--- src/rtl/addr_seqr_pkg.sv ---
// Shared constants and types for the address range sequencer.
// Holds the end-of-range mode codes, the direction codes and the run/halt state type.
package addr_seqr_pkg;

  localparam logic [1:0] MODE_WRAP = 2'd0;
  localparam logic [1:0] MODE_STOP = 2'd1;
  localparam logic [1:0] MODE_PING = 2'd2;
  localparam logic [1:0] MODE_HOLD = 2'd3;

  localparam logic DIR_UP = 1'b0;
  localparam logic DIR_DN = 1'b1;

  typedef enum logic {
    ST_RUN  = 1'b0,
    ST_HALT = 1'b1
  } seqr_state_e;

endpackage

--- src/rtl/addr_next_calc.sv ---
// Combinational next-address calculation for one accepted step.
// Inputs : address, dir, lo_bound, hi_bound, stride, mode
// Outputs: next_addr (address after the step), flip (reverse direction),
//          halt (enter HALT), evt (wrap/clamp/flip event, drives the wrapped pulse)
// The caller decides whether a step is accepted (run state, valid window, stride != 0).
module addr_next_calc
  import addr_seqr_pkg::*;
#(
  parameter int unsigned ADDR_W   = 8,
  parameter int unsigned STRIDE_W = 4
) (
  input  logic [ADDR_W-1:0]   address,
  input  logic                dir,
  input  logic [ADDR_W-1:0]   lo_bound,
  input  logic [ADDR_W-1:0]   hi_bound,
  input  logic [STRIDE_W-1:0] stride,
  input  logic [1:0]          mode,
  output logic [ADDR_W-1:0]   next_addr,
  output logic                flip,
  output logic                halt,
  output logic                evt
);

  // One extra bit so carry out of the top and borrow below zero stay visible.
  logic [ADDR_W:0] addr_ext, lo_ext, hi_ext, stride_ext;
  logic [ADDR_W:0] cand_up, cand_dn;
  logic            outside, overrun_up, underrun_dn, past_end;

  assign addr_ext   = {1'b0, address};
  assign lo_ext     = {1'b0, lo_bound};
  assign hi_ext     = {1'b0, hi_bound};
  assign stride_ext = (ADDR_W + 1)'(stride);

  assign cand_up = addr_ext + stride_ext;
  assign cand_dn = addr_ext - stride_ext;

  assign outside     = (address < lo_bound) || (address > hi_bound);
  assign overrun_up  = cand_up > hi_ext;
  // A borrow sets the top bit, so it must be caught before the plain compare.
  assign underrun_dn = cand_dn[ADDR_W] || (cand_dn < lo_ext);
  assign past_end    = (dir == DIR_UP) ? overrun_up : underrun_dn;

  always_comb begin
    next_addr = address;
    flip      = 1'b0;
    halt      = 1'b0;
    evt       = 1'b0;
    if (mode == MODE_HOLD) begin
      next_addr = address;
    end else if (outside) begin
      // Re-enter the window at the bound the walk would start from.
      next_addr = (dir == DIR_DN) ? hi_bound : lo_bound;
      evt       = 1'b1;
    end else if (past_end) begin
      evt = 1'b1;
      case (mode)
        MODE_WRAP: next_addr = (dir == DIR_UP) ? lo_bound : hi_bound;
        MODE_STOP: begin
          next_addr = (dir == DIR_UP) ? hi_bound : lo_bound;
          halt      = 1'b1;
        end
        MODE_PING: begin
          next_addr = (dir == DIR_UP) ? hi_bound : lo_bound;
          flip      = 1'b1;
        end
        default: begin
          next_addr = address;
          evt       = 1'b0;
        end
      endcase
    end else begin
      next_addr = (dir == DIR_UP) ? cand_up[ADDR_W-1:0] : cand_dn[ADDR_W-1:0];
    end
  end

endmodule

--- src/rtl/addr_range_seqr.sv ---
// Programmable-window address sequencer.
// Steps a registered address through [lo_bound, hi_bound] by stride, up or down,
// with WRAP / STOP / PINGPONG / HOLD end-of-range handling.
// Inputs : clock, reset (sync, active high), step, load, load_addr, dir_init,
//          lo_bound, hi_bound, stride, mode
// Outputs: address, dir (registered), wrapped (one-cycle event pulse),
//          done (halted in STOP mode), cfg_err (combinational lo_bound > hi_bound)
// Edge priority: reset > load > step.
module addr_range_seqr
  import addr_seqr_pkg::*;
#(
  parameter int unsigned ADDR_W   = 8,
  parameter int unsigned STRIDE_W = 4
) (
  input  logic                clock,
  input  logic                reset,
  input  logic                step,
  input  logic                load,
  input  logic [ADDR_W-1:0]   load_addr,
  input  logic                dir_init,
  input  logic [ADDR_W-1:0]   lo_bound,
  input  logic [ADDR_W-1:0]   hi_bound,
  input  logic [STRIDE_W-1:0] stride,
  input  logic [1:0]          mode,
  output logic [ADDR_W-1:0]   address,
  output logic                dir,
  output logic                wrapped,
  output logic                done,
  output logic                cfg_err
);

  seqr_state_e       state_q, state_d;
  logic [ADDR_W-1:0] address_q, address_d;
  logic              dir_q, dir_d;
  logic              wrapped_q, wrapped_d;

  logic [ADDR_W-1:0] calc_addr;
  logic              calc_flip, calc_halt, calc_evt;
  logic              step_ok;

  addr_next_calc #(
    .ADDR_W   (ADDR_W),
    .STRIDE_W (STRIDE_W)
  ) u_next_calc (
    .address   (address_q),
    .dir       (dir_q),
    .lo_bound  (lo_bound),
    .hi_bound  (hi_bound),
    .stride    (stride),
    .mode      (mode),
    .next_addr (calc_addr),
    .flip      (calc_flip),
    .halt      (calc_halt),
    .evt       (calc_evt)
  );

  assign cfg_err = lo_bound > hi_bound;
  assign step_ok = step && (state_q == ST_RUN) && !cfg_err && (stride != '0) &&
                   (mode != MODE_HOLD);

  always_comb begin
    state_d   = state_q;
    address_d = address_q;
    dir_d     = dir_q;
    wrapped_d = 1'b0;
    if (load) begin
      address_d = load_addr;
      dir_d     = dir_init;
      state_d   = ST_RUN;
    end else if (step_ok) begin
      address_d = calc_addr;
      wrapped_d = calc_evt;
      if (calc_flip) dir_d = ~dir_q;
      if (calc_halt) state_d = ST_HALT;
    end
  end

  always_ff @(posedge clock) begin
    if (reset) begin
      state_q   <= ST_RUN;
      address_q <= '0;
      dir_q     <= dir_init;
      wrapped_q <= 1'b0;
    end else begin
      state_q   <= state_d;
      address_q <= address_d;
      dir_q     <= dir_d;
      wrapped_q <= wrapped_d;
    end
  end

  assign address = address_q;
  assign dir     = dir_q;
  assign wrapped = wrapped_q;
  // HALT is only ever entered from STOP mode, so done is the halt state itself.
  assign done    = (state_q == ST_HALT);

endmodule

--- config.mk ---
export PLATFORM = sky130hd
export DESIGN_NAME = addr_range_seqr
export DESIGN_NICKNAME = d
export VERILOG_FILES = /design/src/rtl/addr_seqr_pkg.sv /design/src/rtl/addr_next_calc.sv /design/src/rtl/addr_range_seqr.sv
export SDC_FILE = /design/constraint.sdc
export NUM_CORES = 1
export LEC_CHECK = 0
export CORE_MARGIN = 1.5
export CORE_UTILIZATION = 38
export DETAILED_ROUTE_END_ITERATION = 12
export PLACE_DENSITY = 0.67
export RECOVER_POWER = 100
export SYNTH_ARGS = -nofsm -noshare
export SYNTH_HDL_FRONTEND = slang
export SYNTH_SLANG_ARGS = --single-unit
--- constraint.sdc ---
create_clock -name clock -period 4.1 [get_ports clock]
set_input_delay 0.615 -clock clock [delete_from_list [all_inputs] [get_ports clock]]
set_output_delay 0.615 -clock clock [all_outputs]
set_load 0.005 [all_outputs]
* Word-level counts from Yosys, hierarchy flattened
Cells that the tools add are included.
Storage, ports and cells: bits in read-only memories 0, output and inout bits 12, memories 0, bits in latches 0, bits of input ports 35, RAM bits 0, logic and storage cells 64, register bits 11
Cells by class: bitwise gates (word level) 3, $lt $le $gt $ge 5, reductions and logical operators 19, divide/modulo/power cells 0, multiplexer cells 25, shifts and indexed selects 0, equality and inequality tests 6, $mul 0, add/subtract/negate cells 2
Operators with widths (count):
- two-way mux 8 bit | 8
- greater-than comparator 8 bit | 2
- two-way mux 1 bit | 16
- case mux 8 bit (2 select lines) | 1
- adder 8 x 4 -> 9 bit | 1
- greater-than comparator 9 x 8 -> 1 bit | 1
- < comparator 9 x 8 -> 1 bit | 1
- subtractor 8 x 4 -> 9 bit | 1
- < comparator 8 bit | 1
- nonzero test 3 bit | 2
- != test 5 x 4 -> 1 bit (second input constant) | 1
- equality test 2 bit (second input constant) | 2
- logical AND 1 bit | 4
- != test 2 bit (second input constant) | 2
- AND reduction 2 bit | 2
- nonzero test 4 bit | 1
- OR reduction 2 bit | 2
- OR reduction 4 bit | 1
- inverter 1 bit | 3
- AND reduction 3 bit | 1
- OR reduction 3 bit | 1
- equality test 2 x 1 -> 1 bit (second input constant) | 1
- zero test 2 bit | 1
- logical OR 1 bit | 2
- other kinds (2) | 2

* Logic depth before layout (Yosys ltp)
Gate-level depths: netlist of the first run.
depth after elaboration 11, mapped depth 17, gate-level depth less buffers 16

* By module
A second synthesis of the first run with hierarchy kept.
Unflattened totals: cell total of the unflattened synthesis 343, area total of the unflattened synthesis 2688.8 µm²
By module, submodules not included:
- addr_next_calc | area each 1876.8 µm², cells an instance 255, times used 1, sequential area each 0.0 µm²
- addr_range_seqr | area each 812.0 µm², cells an instance 88, times used 1, sequential area each 230.2 µm²

* Worst setup path after synthesis of the first run
Ideal clock, no wire load.
kind input to register, start point input port stride[2], end point register dir_q (netlist: dir), enable pin, required time 3.809 ns, stages 16, arrival time 3.484 ns, library setup time 0.291 ns, slack 0.325 ns, buffers on the path 2, path through inv_1 -> ha_1 -> buf_2 -> a221oi_2 -> o21ai_0 -> nor2_1 -> xnor2_1 -> ha_1 -> and3_1 -> and3_1 -> a211o_1 -> a22oi_4 -> clkbuf_8 -> and4b_1 -> nand2_1 -> nand2_1
Between the ends: longest elaborated chain between the ends 9, elaborated cells on any way between the ends 15, classes of those cells add/sub (2); order compare (2); mux (4); reduce/logical (7)
Ends and longest elaborated chain:
- from (decl) | line addr_range_seqr.sv:23 | input logic [STRIDE_W-1:0] stride,
- subtractor 8 x 4 -> 9 bit | line addr_next_calc.sv:35 | assign cand_dn = addr_ext - stride_ext;
- < comparator 9 x 8 -> 1 bit | line addr_next_calc.sv:40 | assign underrun_dn = cand_dn[ADDR_W] || (cand_dn < lo_ext);
- logical OR 1 bit | line addr_next_calc.sv:40
- two-way mux 1 bit | line addr_next_calc.sv:41 | assign past_end = (dir == DIR_UP) ? overrun_up : underrun_dn;
- two-way mux 1 bit | line addr_next_calc.sv:54 | end else if (past_end) begin
- two-way mux 1 bit | line addr_next_calc.sv:50 | end else if (outside) begin
- two-way mux 1 bit | line addr_next_calc.sv:48 | if (mode == MODE_HOLD) begin
- nonzero test 3 bit (no source line)
- AND reduction 2 bit (no source line) (*)
- to (signal assigned) | line addr_range_seqr.sv:82 | dir_q <= dir_init;
- to (signal assigned) | line addr_range_seqr.sv:87 | dir_q <= dir_d;
- to (decl) | line addr_range_seqr.sv:34 | logic dir_q, dir_d;
Every way passes the cells marked *; elsewhere a longest branch is shown, timed or not. A chain may end at the register's enable or synchronous reset.

* Worst setup path in the final report of the first run
start point input port stride[3], end point register address_q[0] (netlist: address[0])
Between the ends: longest elaborated chain between the ends 9, elaborated cells on any way between the ends 17, classes of those cells add/sub (2); order compare (2); eq/ne (1); mux (6); reduce/logical (6)
Ends and longest elaborated chain:
- subtractor 8 x 4 -> 9 bit | line addr_next_calc.sv:35
- < comparator 9 x 8 -> 1 bit | line addr_next_calc.sv:40
- logical OR 1 bit | line addr_next_calc.sv:40
- two-way mux 1 bit | line addr_next_calc.sv:41
- two-way mux 8 bit | line addr_next_calc.sv:54
- two-way mux 8 bit | line addr_next_calc.sv:50
- two-way mux 8 bit | line addr_next_calc.sv:48
- two-way mux 8 bit | line addr_range_seqr.sv:70 | end else if (step_ok) begin
- two-way mux 8 bit | line addr_range_seqr.sv:66 | if (load) begin
- to (signal assigned) | line addr_range_seqr.sv:86 | address_q <= address_d;
- to (decl) | line addr_range_seqr.sv:33 | logic [ADDR_W-1:0] address_q, address_d;
Parallel ways exist; a longest one is shown, timed or not. The select of a mux whose other input is x is not followed.

==> results of run 1 <==
[through the flow]
stage | hold slack, ps | cells | setup WS, ps | power [W]
2_1_floorplan | 498.4 | 322 | 324.7 | 0.0005238
3_3_place_gp | 527.4 | 465 | -228.1 | 0.0007310
3_5_place_dp | 547.2 | 465 | -395.9 | 0.0007465
4_1_cts | 558.5 | 473 | 2.271 | 0.0009134
5_1_grt | 597.4 | 476 | 23.39 | 0.001024
6_report | 551.5 | 476 | 213.7 | 0.0009422
[worst paths after layout]
kind	endpoint	slack [ps]	depth (start not counted)
hold / removal	done$_SDFFE_PP0P_	550	2
setup reg to reg	address[0]$_SDFFE_PP0P_	450	16
hold reg to reg	done$_SDFFE_PP0P_	550	2
setup / recovery	address[0]$_SDFFE_PP0P_	210	17
[power by group]
group	switching, W	internal (W)
logic	0.000322	0.000348
registers	0.0000394	0.000120
clock network	0.0000453	0.0000687
total	0.000406	0.000536
[timing repair]
action / 4_1_cts / 5_1_grt
gates resized for setup: 11 / 24
pin swaps: 12 / 13
setup endpoints to repair: 9 / 11
setup buffers: 3 / 3
cloned: 1 / 0
[per-layer routing]
metal  part of all wire  vias up
met3              0.052       12
met5                  0        -
met4              0.016        0
li1                   -     1352
met2               0.50       88
met1               0.44     1275
[layout make-up]
cell class,instances,area [um^2],share of cell area
Clock buffer,4,45.04,0.01272
Inverter,31,116.4,0.03285
Multi-Input combinational cell,264,2241,0.6326
Sequential cell,11,230.2,0.06499
Tap cell,77,96.34,0.02720
Timing Repair Buffer,89,813.3,0.2296
[Yosys cell counts, types with 3 or more instances]
cell       number  area share
a211oi_1        3      0.0088
ha_1           50        0.25
nor3_1         12       0.024
nor2_1         17       0.025
nor2b_1         4      0.0098
o22ai_1         3      0.0074
buf_2           3      0.0059
o211ai_1        6       0.018
nand2_1        23       0.034
buf_6           3       0.013
a311oi_2        3       0.018
clkbuf_1        8       0.012
a21o_1          4       0.012
inv_1          31       0.046
xnor2_1         7       0.024
o21ai_0        12       0.024
dfxtp_1        10       0.078
a31oi_1         4      0.0098
a211o_1         4       0.014
or3_1           4      0.0098
a21oi_1        29       0.057
o21a_1          4       0.012
nand3_1         9       0.018
xor2_1          5       0.017
o2111ai_1       5       0.017
mux2i_1        10       0.039
nand2b_1        5       0.012
[flip-flops by register name, indices dropped and copies added (netlist names)]
| signal | count |
|---|---|
| done | 1 |
| dir | 1 |
| wrapped | 1 |
| address | 8 |
[kinds of logic after synthesis]
| family | after synthesis | synth area share |
|---|---|---|
| AOI/OAI and AO/OA | 99 | 0.2902 |
| xor gates and xnor gates | 12 | 0.04118 |
| buffers and inverters | 47 | 0.08480 |
| muxes | 11 | 0.04363 |
| DFF | 11 | 0.09020 |
| adders and majority gates | 52 | 0.2608 |
| and+or+nand+nor | 90 | 0.1892 |
[worst max-delay path, stage by stage]
cell and delay, ps:
clkdlybuf4s50_1 490, inv_2 50, ha_4 250, a221oi_4 230
o21ai_1 110, nor2_1 190, xnor2_1 150, ha_1 280
and3_4 180, and3_1 170, a211o_1 300, a22oi_4 230
buf_12 160, buf_4 110, mux2i_1 180, o221ai_1 140
o22ai_1 200
==> impl_metrics.csv, run 1 <==
group,metric,value,unit
grt,grtUsageTotal,0.2296,
timing,tns,0,ps
placed_design,detailed_place_hpwl,6316,um
clocking,clk_latency,240,ps
timing,timing.final.hold_violations,0,
critical_path,required_time_of_the_critical_path,4260,ps
logic_synthesis,synth_cells,322,
timing,final_period_utilization,0.9479,
final_layout,flow.area_growth_from_synthesis,38.77,%
logic_synthesis,ys.flop_type,"dfxtp_1",
clocking,cts_hold_buffers,0,
clocking,cts.path.max_buffers,2,
clocking,htree_levels,1,
routing,detailroute.via_count,2727,
routing,dr_wl_cell,17.12,um
power_and_ir_drop,static-leakage-power,1.650,nW
critical_path,cp-start-kind,"input pin",
grt,top_usage_layer,"met2",
routing,wirelength_routed,8150,um
routing,vias_per_cell,5.729,
final_layout,final_core_util,0.5515,
worst_hold_path,type_of_the_tightest_min_delay_check,"reg2reg",
critical_path,crit_path_start,"stride[3]",
logic_synthesis,synth-async-reset-ratio,0,
grt,antenna_found_initial,0,
timing,grt_setup_unrepaired,"no",
final_layout,layout.cells.most_common_list,"ha_1 (44), buf_4 (36), clkdlybuf4s50_1 (33), inv_1 (29), a21oi_1 (29)",
critical_path,worst-endpoint-arrival,4050,ps
timing,finClkSkew,2.317,ps
worst_hold_path,hold_path.startpoint,"done$_SDFFE_PP0P_",
logic_synthesis,ys_ff_latch,11,
logic_synthesis,area_of_the_mapped_netlist,2552,um^2
logic_synthesis,postSynthNetCount,409,
grt,grt_start_max_net_pins,24,
routing,initialDrtViolationCount,131,
routing,dr.pass1.iters,8,
flow_run,cap_viol_max_count,0,
floorplan,initial_core_util,0.3974,
run_status,violated_checks,"design-rule violations",
final_layout,nets,487,
logic_synthesis,yosys_warnings,0,
grt,grt_pass1_wl,13500,um
clocking,clkSinkCount,11,
timing,timing_max_transition_violations_final,0,
final_layout,final.fill_count,615,
clocking,cts_tree,"yes",
logic_synthesis,yosys.cell_types.count,63,
routing,ant_nets,0,
critical_path,timing_worst_setup_path_type,"in2reg",
logic_synthesis,synth.avg_cell_area,7.927,um^2
grt,grt_pass1_vias,2777,
timing,finalSetupViolations,0,
placed_design,place.port_buffers,46,
final_layout,final_layout_size_suffix_gt1_frac,0.2030,
clocking,clk_pin_slew_worst_paths,50,ps
final_layout,fin_area,3542,um^2
timing,max_freq,0.2573,GHz
clocking,root_buffer_cell,"clkbuf_8",
grt,globalRouteOverflowTotal,0,
grt,grt.met2_usage,0.3997,
clocking,cts-buffers-inserted,3,
floorplan,die-area,7217,um^2
floorplan,die_width,84.96,um
timing,worst_slew_pin_slew,830.7,ps
placed_design,dpl_cell_area,3292,um^2
floorplan,core_area,6422,um^2
grt,met3_usage,0.03599,
placed_design,globalplace.congestion,0.8694,
floorplan,num_rows,29,
critical_path,crit-reg2reg-launch,"address[1]$_SDFFE_PP0P_",
floorplan,ioPinCount,47,
logic_synthesis,ys_seq_area_frac,0.09020,
run_status,status,"finished with violations",
final_layout,antennaDiodeCount,0,
critical_path,crit_path_end_kind,"flip-flop",
power_and_ir_drop,maximum_ir_drop_on_the_vdd_rail,177.4,uV
grt,groute.layer.met1.usage,0.2970,
timing,slew-limit-headroom,0.4462,
timing,post-route-min-period,3886,ps
power_and_ir_drop,power-per-cell-area,266.0,nW/um^2
final_layout,mostFrequentLayoutCell,"ha_1",
critical_path,critical_path_peak_fanout,6,
floorplan,die_height,84.96,um
routing,detail_route.drc_violations,8,
logic_synthesis,synth-edff-count,1,
Power figures use the tool's default switching activity.
==> run 2: changes to the inputs <==
clock period = 4.8 ns   (was 4.1 ns; I/O delays follow)
==> run 2 against run 1 <==
  * The run still ends with design-rule violations left
  * Non-clock buffer count decreased by 35
  * Clock power decreased by 17%
  * Utilization decreased by 6.9 points
  * Count of clock-buffer cells in the layout unchanged
  * Via count decreased by 6.2%
  * Setup slack improved by 63 ps
  * Largest power group unchanged
  * Critical path depth decreased by 1
==> impl_metrics.csv, run 2 (same netlist as run 1, synthesis figures left out) <==
group,metric,value,unit
run_status,status,"finished with violations",
run_status,violated_checks,"design-rule violations",
placed_design,detailed_place_hpwl,5885,um
final_layout,antennaDiodeCount,0,
grt,top_usage_layer,"met2",
timing,tns,0,ps
critical_path,critical_path_peak_fanout,11,
grt,grt_pass1_wl,11990,um
routing,dr_wl_cell,16.09,um
routing,dr.pass1.iters,9,
timing,fin_hold_ws,527.2,ps
grt,grt_start_max_net_pins,19,
floorplan,die_height,84.96,um
floorplan,initial_core_util,0.3974,
final_layout,multi_input_area,2093,um^2
power_and_ir_drop,maximum_ir_drop_on_the_vdd_rail,121.5,uV
floorplan,ioPinCount,47,
timing,finalSetupViolations,0,
clocking,cts_tree,"yes",
routing,detailroute.via_count,2557,
placed_design,pre_cts_worst_setup_slack,23.71,ps
critical_path,worst-endpoint-arrival,4670,ps
grt,groute.layer.met1.usage,0.2718,
clocking,postCtsSetupBuffers,0,
timing,timing_max_transition_violations_final,0,
floorplan,core_area,6422,um^2
clocking,root_buffer_cell,"clkbuf_8",
timing,slew-limit-headroom,0.4726,
floorplan,die_width,84.96,um
clocking,cts_hold_buffers,0,
final_layout,final.fill_count,661,
final_layout,flow.area_growth_from_synthesis,21.52,%
final_layout,nets,452,
critical_path,critical_path.slowest_cell,"clkdlybuf4s50_1",
final_layout,seq_area,230.2,um^2
critical_path,crit_path_max_incr_delay,480,ps
routing,detail_route.drc_violations,8,
grt,antenna_found_initial,0,
placed_design,globalplace.congestion,0.9066,
placed_design,place.port_buffers,46,
worst_hold_path,type_of_the_tightest_min_delay_check,"reg2reg",
clocking,clkSinkCount,11,
routing,ant_nets,0,
critical_path,cp.buffers_inverters,2,
power_and_ir_drop,power-per-cell-area,219.8,nW/um^2
final_layout,mostFrequentLayoutCell,"ha_1",
final_layout,final_core_util,0.4830,
critical_path,timing_worst_setup_path_type,"in2reg",
flow_run,cap_viol_max_count,0,
routing,vias_per_cell,5.798,
final_layout,largest_register_ff_count,8,
clocking,clk_latency,240,ps
final_layout,layout.cells.most_common_list,"ha_1 (50), clkdlybuf4s50_1 (34), inv_1 (31), a21oi_1 (29), nand2_1 (23)",
final_layout,fin_area,3102,um^2
clocking,cts.path.max_buffers,2,
timing,finClkSkew,2.464,ps
grt,met3_usage,0.03113,
timing,post-route-min-period,4523,ps
placed_design,dpl_cell_area,3069,um^2
timing,final.setup.worst_slack,277.0,ps
timing,grt_setup_unrepaired,"no",
timing,worst_slew_pin_slew,791.1,ps
timing,timing.final.hold_violations,0,
critical_path,required_time_of_the_critical_path,4950,ps
critical_path,cp-start-kind,"input pin",
critical_path,cell_by_cell_listing_of_the_critical_path,"clkdlybuf4s50_1 > inv_1 > ha_1 > nand2b_1 > a221oi_2 > o21ai_0 > nor2_1 > xnor2_1 > ha_1 > and3_1 > and3_1 > a211o_1 > a22oi_4 > nand3_1 > o211a_1 > a311oi_2",
timing,final_period_utilization,0.9423,
clocking,post_cts.resized_instances,0,
clocking,clk_pin_slew_worst_paths,50,ps
floorplan,num_rows,29,
grt,grt_pass1_vias,2508,
floorplan,die-area,7217,um^2
grt,grt.met2_usage,0.3348,
critical_path,crit_path_end_kind,"flip-flop",
clocking,htree_levels,1,
grt,grtUsageTotal,0.2035,
grt,globalRouteOverflowTotal,0,
routing,initialDrtViolationCount,91,
critical_path,critical_path.top_delay_family,"compound AO/OA/AOI/OAI gates",
routing,wirelength_routed,7096,um
clocking,cts-buffers-inserted,3,
timing,max_freq,0.2211,GHz
final_layout,final_layout_size_suffix_gt1_frac,0.06868,
power_and_ir_drop,static-leakage-power,1.437,nW
-- run 2: tightest hold or removal path: stages (launching register included) --
cell and delay, ps:
dfxtp_1 320, a21oi_1 110, nor3_1 50
-- run 2: worst paths after layout --
| check | start | to | slack (ps) | cells past startpoint |
|---|---|---|---|---|
| max reg2reg | address[1]$_SDFFE_PP0P_ | address[3]$_SDFFE_PP0P_ | 700 | 14 |
| min | done$_SDFFE_PP0P_ | done$_SDFFE_PP0P_ | 530 | 2 |
| min reg2reg | done$_SDFFE_PP0P_ | done$_SDFFE_PP0P_ | 530 | 2 |
| max | stride[1] | address[3]$_SDFFE_PP0P_ | 280 | 16 |
-- run 2: where the power goes --
part	internal [W]	switching [W]	leakage, nW	total, W
combinational	0.000218	0.000235	1.32	0.000453
clock	0.0000584	0.0000357	0.0228	0.0000941
sequential	0.000102	0.0000326	0.0929	0.000135
total	0.000379	0.000303	1.44	0.000682
-- run 2: final cells by class --
| cell class | count | area share |
|---|---|---|
| multi-input combinational | 264 | 0.6749 |
| timing repair buffer | 54 | 0.1678 |
| sequential | 11 | 0.07422 |
| inverter | 31 | 0.03752 |
| tap | 77 | 0.03106 |
| clock buffer | 4 | 0.01452 |
-- run 2: stage by stage --
step,total power [W],instances
3_5_place_dp,0.0005892,437
3_3_place_gp,0.0005813,437
4_1_cts,0.0006848,441
6_report,0.0006819,441
5_1_grt,0.0007447,441
2_1_floorplan,0.0004474,322
-- run 2: per-layer routing --
layer,routed length [um],part of all wire,vias to the layer above
met2,3193,0.45,61
met4,177,0.025,0
met3,291,0.041,16
met1,3433,0.48,1190
met5,0,0,-
li1,-,-,1290
==> run 3: changes to the inputs <==
CTS_CLUSTER_DIAMETER = 100   (was default)
==> results of run 3 <==
No change in the layout: final DEF, timing and power equal those of run 2.
==> variant 1, RTL diff (flow settings as in run 1) <==
`ADDR_W` is set to 8 in 2 places; all go to 9.
--- a/src/rtl/addr_next_calc.sv
+++ b/src/rtl/addr_next_calc.sv
@@ -7,5 +7,5 @@
   import addr_seqr_pkg::*;
 #(
-  parameter int unsigned ADDR_W   = 8,
+  parameter int unsigned ADDR_W   = 9,
   parameter int unsigned STRIDE_W = 4
 ) (
--- a/src/rtl/addr_range_seqr.sv
+++ b/src/rtl/addr_range_seqr.sv
@@ -10,5 +10,5 @@
   import addr_seqr_pkg::*;
 #(
-  parameter int unsigned ADDR_W   = 8,
+  parameter int unsigned ADDR_W   = 9,
   parameter int unsigned STRIDE_W = 4
 ) (
Ports: changed (resized address, hi_bound, lo_bound and load_addr); port bits go from 47 to 51. No check against the original RTL was run, so the function may have changed too.
==> variant 1 against run 1 <==
Global-route usage up 0.18 points; setup slack got worse by 62 ps; wire length up 6.9%; clock skew increased by 1.6 ps; sequential cell count grew 1; final cell count up 13%; synthesized area is 7.1% higher; die area is 6.8% higher; power grew 5.6%; cell area up 6.9%.
==> variant 1: results (changes against run 1) <==
Status: finished clean (was finished with violations). The data arrival time of the worst path came out at 4040 ps (was 4050 ps). The number of flip-flops in the largest register is 9 (was 8).

The average footprint of a synthesized cell came to 7.70 µm² (was 7.93 µm²). The pre-CTS worst setup slack is -508 ps (was -396 ps). The cell with the largest stage delay on the worst path was sky130_fd_sc_hd__o32a_1 (was sky130_fd_sc_hd__clkdlybuf4s50_1). The synthesized-area fraction occupied by ao, oa, aoi and oai cells is 27.7% (was 29.0%). The power spent charging and discharging nets is 0.444 mW (was 0.406 mW). Most frequent cells after synthesis: 56 x sky130_fd_sc_hd__ha_1, 32 x sky130_fd_sc_hd__inv_1, 31 x sky130_fd_sc_hd__a21oi_1, 27 x sky130_fd_sc_hd__nand2_1, 25 x sky130_fd_sc_hd__nor2_1 (was 50 x sky130_fd_sc_hd__ha_1, 31 x sky130_fd_sc_hd__inv_1, 29 x sky130_fd_sc_hd__a21oi_1, 23 x sky130_fd_sc_hd__nand2_1, 17 x sky130_fd_sc_hd__nor2_1). The number of global-route vias before repair was 2805 (was 2777). The highest ir drop seen on vdd came out at 239 µV (was 177 µV). The first-pass GRT wire length is 14000 µm (was 13500 µm).

The leakage power was 1.72 nW (was 1.65 nW). The headroom to the max-slew limit came out at 48.6% (was 44.6%). The total instance count after detailed placement is 526 (was 465). Area contributors post-synth: sky130_fd_sc_hd__ha_1 26%, sky130_fd_sc_hd__dfxtp_1 8.1%, sky130_fd_sc_hd__a21oi_1 5.7% (was sky130_fd_sc_hd__ha_1 25%, sky130_fd_sc_hd__dfxtp_1 7.8%, sky130_fd_sc_hd__a21oi_1 5.7%). The routed wire length per instance was 16.3 µm (was 17.1 µm).

The highest cell delay on the worst timing path came out at 410 ps (was 490 ps). The per-cell via count in the routed design is 5.47 (was 5.73). The switching share of power is 44.6% (was 43.1%). The share of the synthesized area in the top cell type came out at 25.6% (was 24.5%). The HPWL after detailed placement came out at 6980 µm (was 6320 µm).

The number of iterations in the first detailed-routing pass was 4 (was 8). The global routing usage summed across all routing layers came out at 23.1% (was 23.0%). The register-to-register setup slack came out at 290 ps (was 450 ps). The count of cell types in the netlist is 58 (was 63). The net count after synthesis was 451 (was 409). The area of placed instances is 3590 µm² (was 3290 µm²). The maximum fanout encountered on the critical timing path came out at 8 (was 6). The multiplexer area fraction after synthesis is 3.66% (was 4.36%).
variant 1: layout make-up:
type | instances | area [µm²]
well taps | 96 | 120
clock buffers | 4 | 45.0
repair buffers | 100 | 860
inverters | 32 | 120
multi-input cells | 292 | 2390
fillers | 657 | 3080
flip-flops and latches | 12 | 250
variant 1: how the worst max path moves through the flow:
stage | depth (start not counted) | endpoint | slack, ps
3_5_place_dp | 17 | address[7] | -510
5_1_grt | 17 | address[2] | -4
2_1_floorplan | 18 | address[2] | 10
3_3_place_gp | 17 | address[6] | -400
6_report | 17 | address[2] | 150
4_1_cts | 17 | address[7] | 10
variant 1: metal layers:
metal	track usage (%)	part of all wire [%]	up-vias
li1	-	-	1474
met1	32.2	47	1355
met2	39.2	46	89
met3	1.13	5.1	12
met4	5.48	1.5	0
met5	0	0	-
variant 1: repair_timing:
action	4_1_cts	5_1_grt
hold endpoints to repair	0	0
cloned	1	0
resized for setup	28	17
endpoints found under the setup margin	12	12
pin swaps	12	15
setup buffers	3	2
==> variant 2, RTL diff (config.mk and constraints of run 1) <==
Made on the original files. Register the input `mode` before use, without a reset. The logic sees it one clock later. The other inputs are not delayed to match. Comments in the files are not updated.
--- a/src/rtl/addr_range_seqr.sv
+++ b/src/rtl/addr_range_seqr.sv
@@ -30,4 +30,10 @@
 );
 
+  logic [1:0] mode_q;
+
+  always_ff @(posedge clock) begin
+    mode_q <= mode;
+  end
+
   seqr_state_e       state_q, state_d;
   logic [ADDR_W-1:0] address_q, address_d;
@@ -48,5 +54,5 @@
     .hi_bound  (hi_bound),
     .stride    (stride),
-    .mode      (mode),
+    .mode      (mode_q),
     .next_addr (calc_addr),
     .flip      (calc_flip),
@@ -57,5 +63,5 @@
   assign cfg_err = lo_bound > hi_bound;
   assign step_ok = step && (state_q == ST_RUN) && !cfg_err && (stride != '0) &&
-                   (mode != MODE_HOLD);
+                   (mode_q != MODE_HOLD);
 
   always_comb begin
Check against the original RTL: not equivalent (Yosys sat finds a counterexample within 4 cycles, from zero or initial values and one cycle with reset high).
==> variant 2 against run 1 <==
Power grew 4.9%; largest cell class unchanged; register-to-register slack lost 60 ps; setup slack lost 81 ps; the run still ends with DRC left; wire length shrank 1.4%; combinational power grew 3.1%; synthesized area grew 0.59%; maximum frequency shrank 2.0%; cell area grew 2.3%; sequential cell count grew 2; clock power grew 5%; largest power group unchanged.
==> variant 2: results (changes against run 1) <==
Status: finished with violations (unchanged). Failing checks: DRC (unchanged). Area contributors post-synth: sky130_fd_sc_hd__ha_1 24%, sky130_fd_sc_hd__dfxtp_1 9.4%, sky130_fd_sc_hd__a21oi_1 5.7% (was sky130_fd_sc_hd__ha_1 25%, sky130_fd_sc_hd__dfxtp_1 7.8%, sky130_fd_sc_hd__a21oi_1 5.7%). The weighted congestion reported at the end of routability-driven placement came out at 0.916 (was 0.869). The number of global-route vias before repair came to 2608 (was 2777). The maximum fanout encountered on the critical timing path was 4 (was 6). The count of cell types in the netlist is 62 (was 63). The first-pass GRT wire length was 12500 µm (was 13500 µm). The net count after synthesis is 418 (was 409). The detailed-route DRC error count was 2 (was 8). The power spent charging and discharging nets is 0.423 mW (was 0.406 mW). The share of the synthesized area in the top cell type came to 24.4% (was 24.5%). The number of iterations in the first detailed-routing pass came out at 9 (was 8). The global routing usage summed across all routing layers was 21.6% (was 23.0%).

The highest cell delay on the worst timing path is 470 ps (was 490 ps). The share of the clock period used by the worst path after layout is 96.8% (was 94.8%). The share of post-route cells with drive strength above 1 came out at 19.5% (was 20.3%). The number of nets in the layout is 493 (was 487). The highest ir drop seen on vdd came out at 139 µV (was 177 µV). The data arrival time of the worst path is 4120 ps (was 4050 ps). The count of cells along the worst register-to-register path came out at 13 (was 16). The total length of routed wires came out at 8030 µm (was 8150 µm). The leakage power was 1.65 nW (about the same). The per-cell via count in the routed design came out at 5.76 (was 5.73). The register-to-register setup slack came out at 390 ps (was 450 ps). The HPWL after detailed placement is 6380 µm (was 6320 µm). The pre-CTS worst setup slack is -580 ps (was -396 ps). The iteration-0 DRC count of the detailed router came out at 177 (was 131).
variant 2: cell count changes in the layout (fill, tap and decap cells not counted), sizes merged, moves of 4 or more:
cell	change
nor2	+4
inv	+4
a2111oi	+4
o2111ai	-4
variant 2: power by group through the flow:
stage / Sequential (mW) / Clock, mW / Combinational (mW)
global placement: 0.176 / 0 / 0.587
global route: 0.181 / 0.125 / 0.747
floorplan: 0.161 / 0 / 0.378
CTS: 0.177 / 0.121 / 0.632
finish: 0.179 / 0.120 / 0.690
detailed placement: 0.176 / 0 / 0.595
variant 2: cell type report:
cell class	instances	area (µm²)
fillers	593	2800
multi-input cells	268	2320
repair buffers	85	758
flip-flops and latches	13	270
inverters	35	131
well taps	77	96.3
clock buffers	4	45.0
variant 2: how the worst min path moves through the flow:
stage               slack, ps  startpoint  endpoint
CTS                       540        done      done
global placement          510        done      done
global route              560        done      done
floorplan                 510        done      done
finish                    540        done      done
detailed placement        530        done      done
variant 2: metal layers:
metal  vias to the layer above  track usage [%]  part of all wire (%)
met1                      1305             28.0                    44
li1                       1376                -                     -
met2                        84             38.4                    50
met3                         9             1.95                   4.4
met4                         0             5.51                   1.1
met5                         -                0                     0
variant 2: cells by family (layout without fill, tap and decap cells):
kind of cell	after synthesis	after routing	share of synthesized area (%)
AO/OA/AOI/OAI	95	95	27.3
XOR/XNOR	12	12	4.09
adder cells (fa/ha/maj)	52	52	25.9
buffers and inverters	50	124	7.75
flip-flops	13	13	10.5
multiplexers	13	13	5.31
AND/OR/NAND/NOR	96	96	19.1
variant 2: critical path: cells and delay by family:
family	cells	cell delay, ps
and+or+nand+nor	3	650
buffers and inverters	3	710
muxes	1	320
AOI/OAI and AO/OA	7	1280
adders and majority gates	2	540
variant 2: what timing repair did:
| action | CTS | global route |
|---|---|---|
| pin swaps | 9 | 11 |
| setup buffers | 2 | 1 |
| endpoints found under the setup margin | 10 | 8 |
| gates cloned | 0 | 0 |
| resized for setup | 25 | 18 |
variant 2: stage by stage:
stage	cells	hold slack (ps)	area [µm²]	utilization (%)
4_1_cts	481	545	3520	54.7
6_report	482	545	3620	56.4
3_5_place_dp	475	534	3340	52.0
3_3_place_gp	475	511	3340	52.0
2_1_floorplan	331	511	2570	-
5_1_grt	482	563	3620	56.4
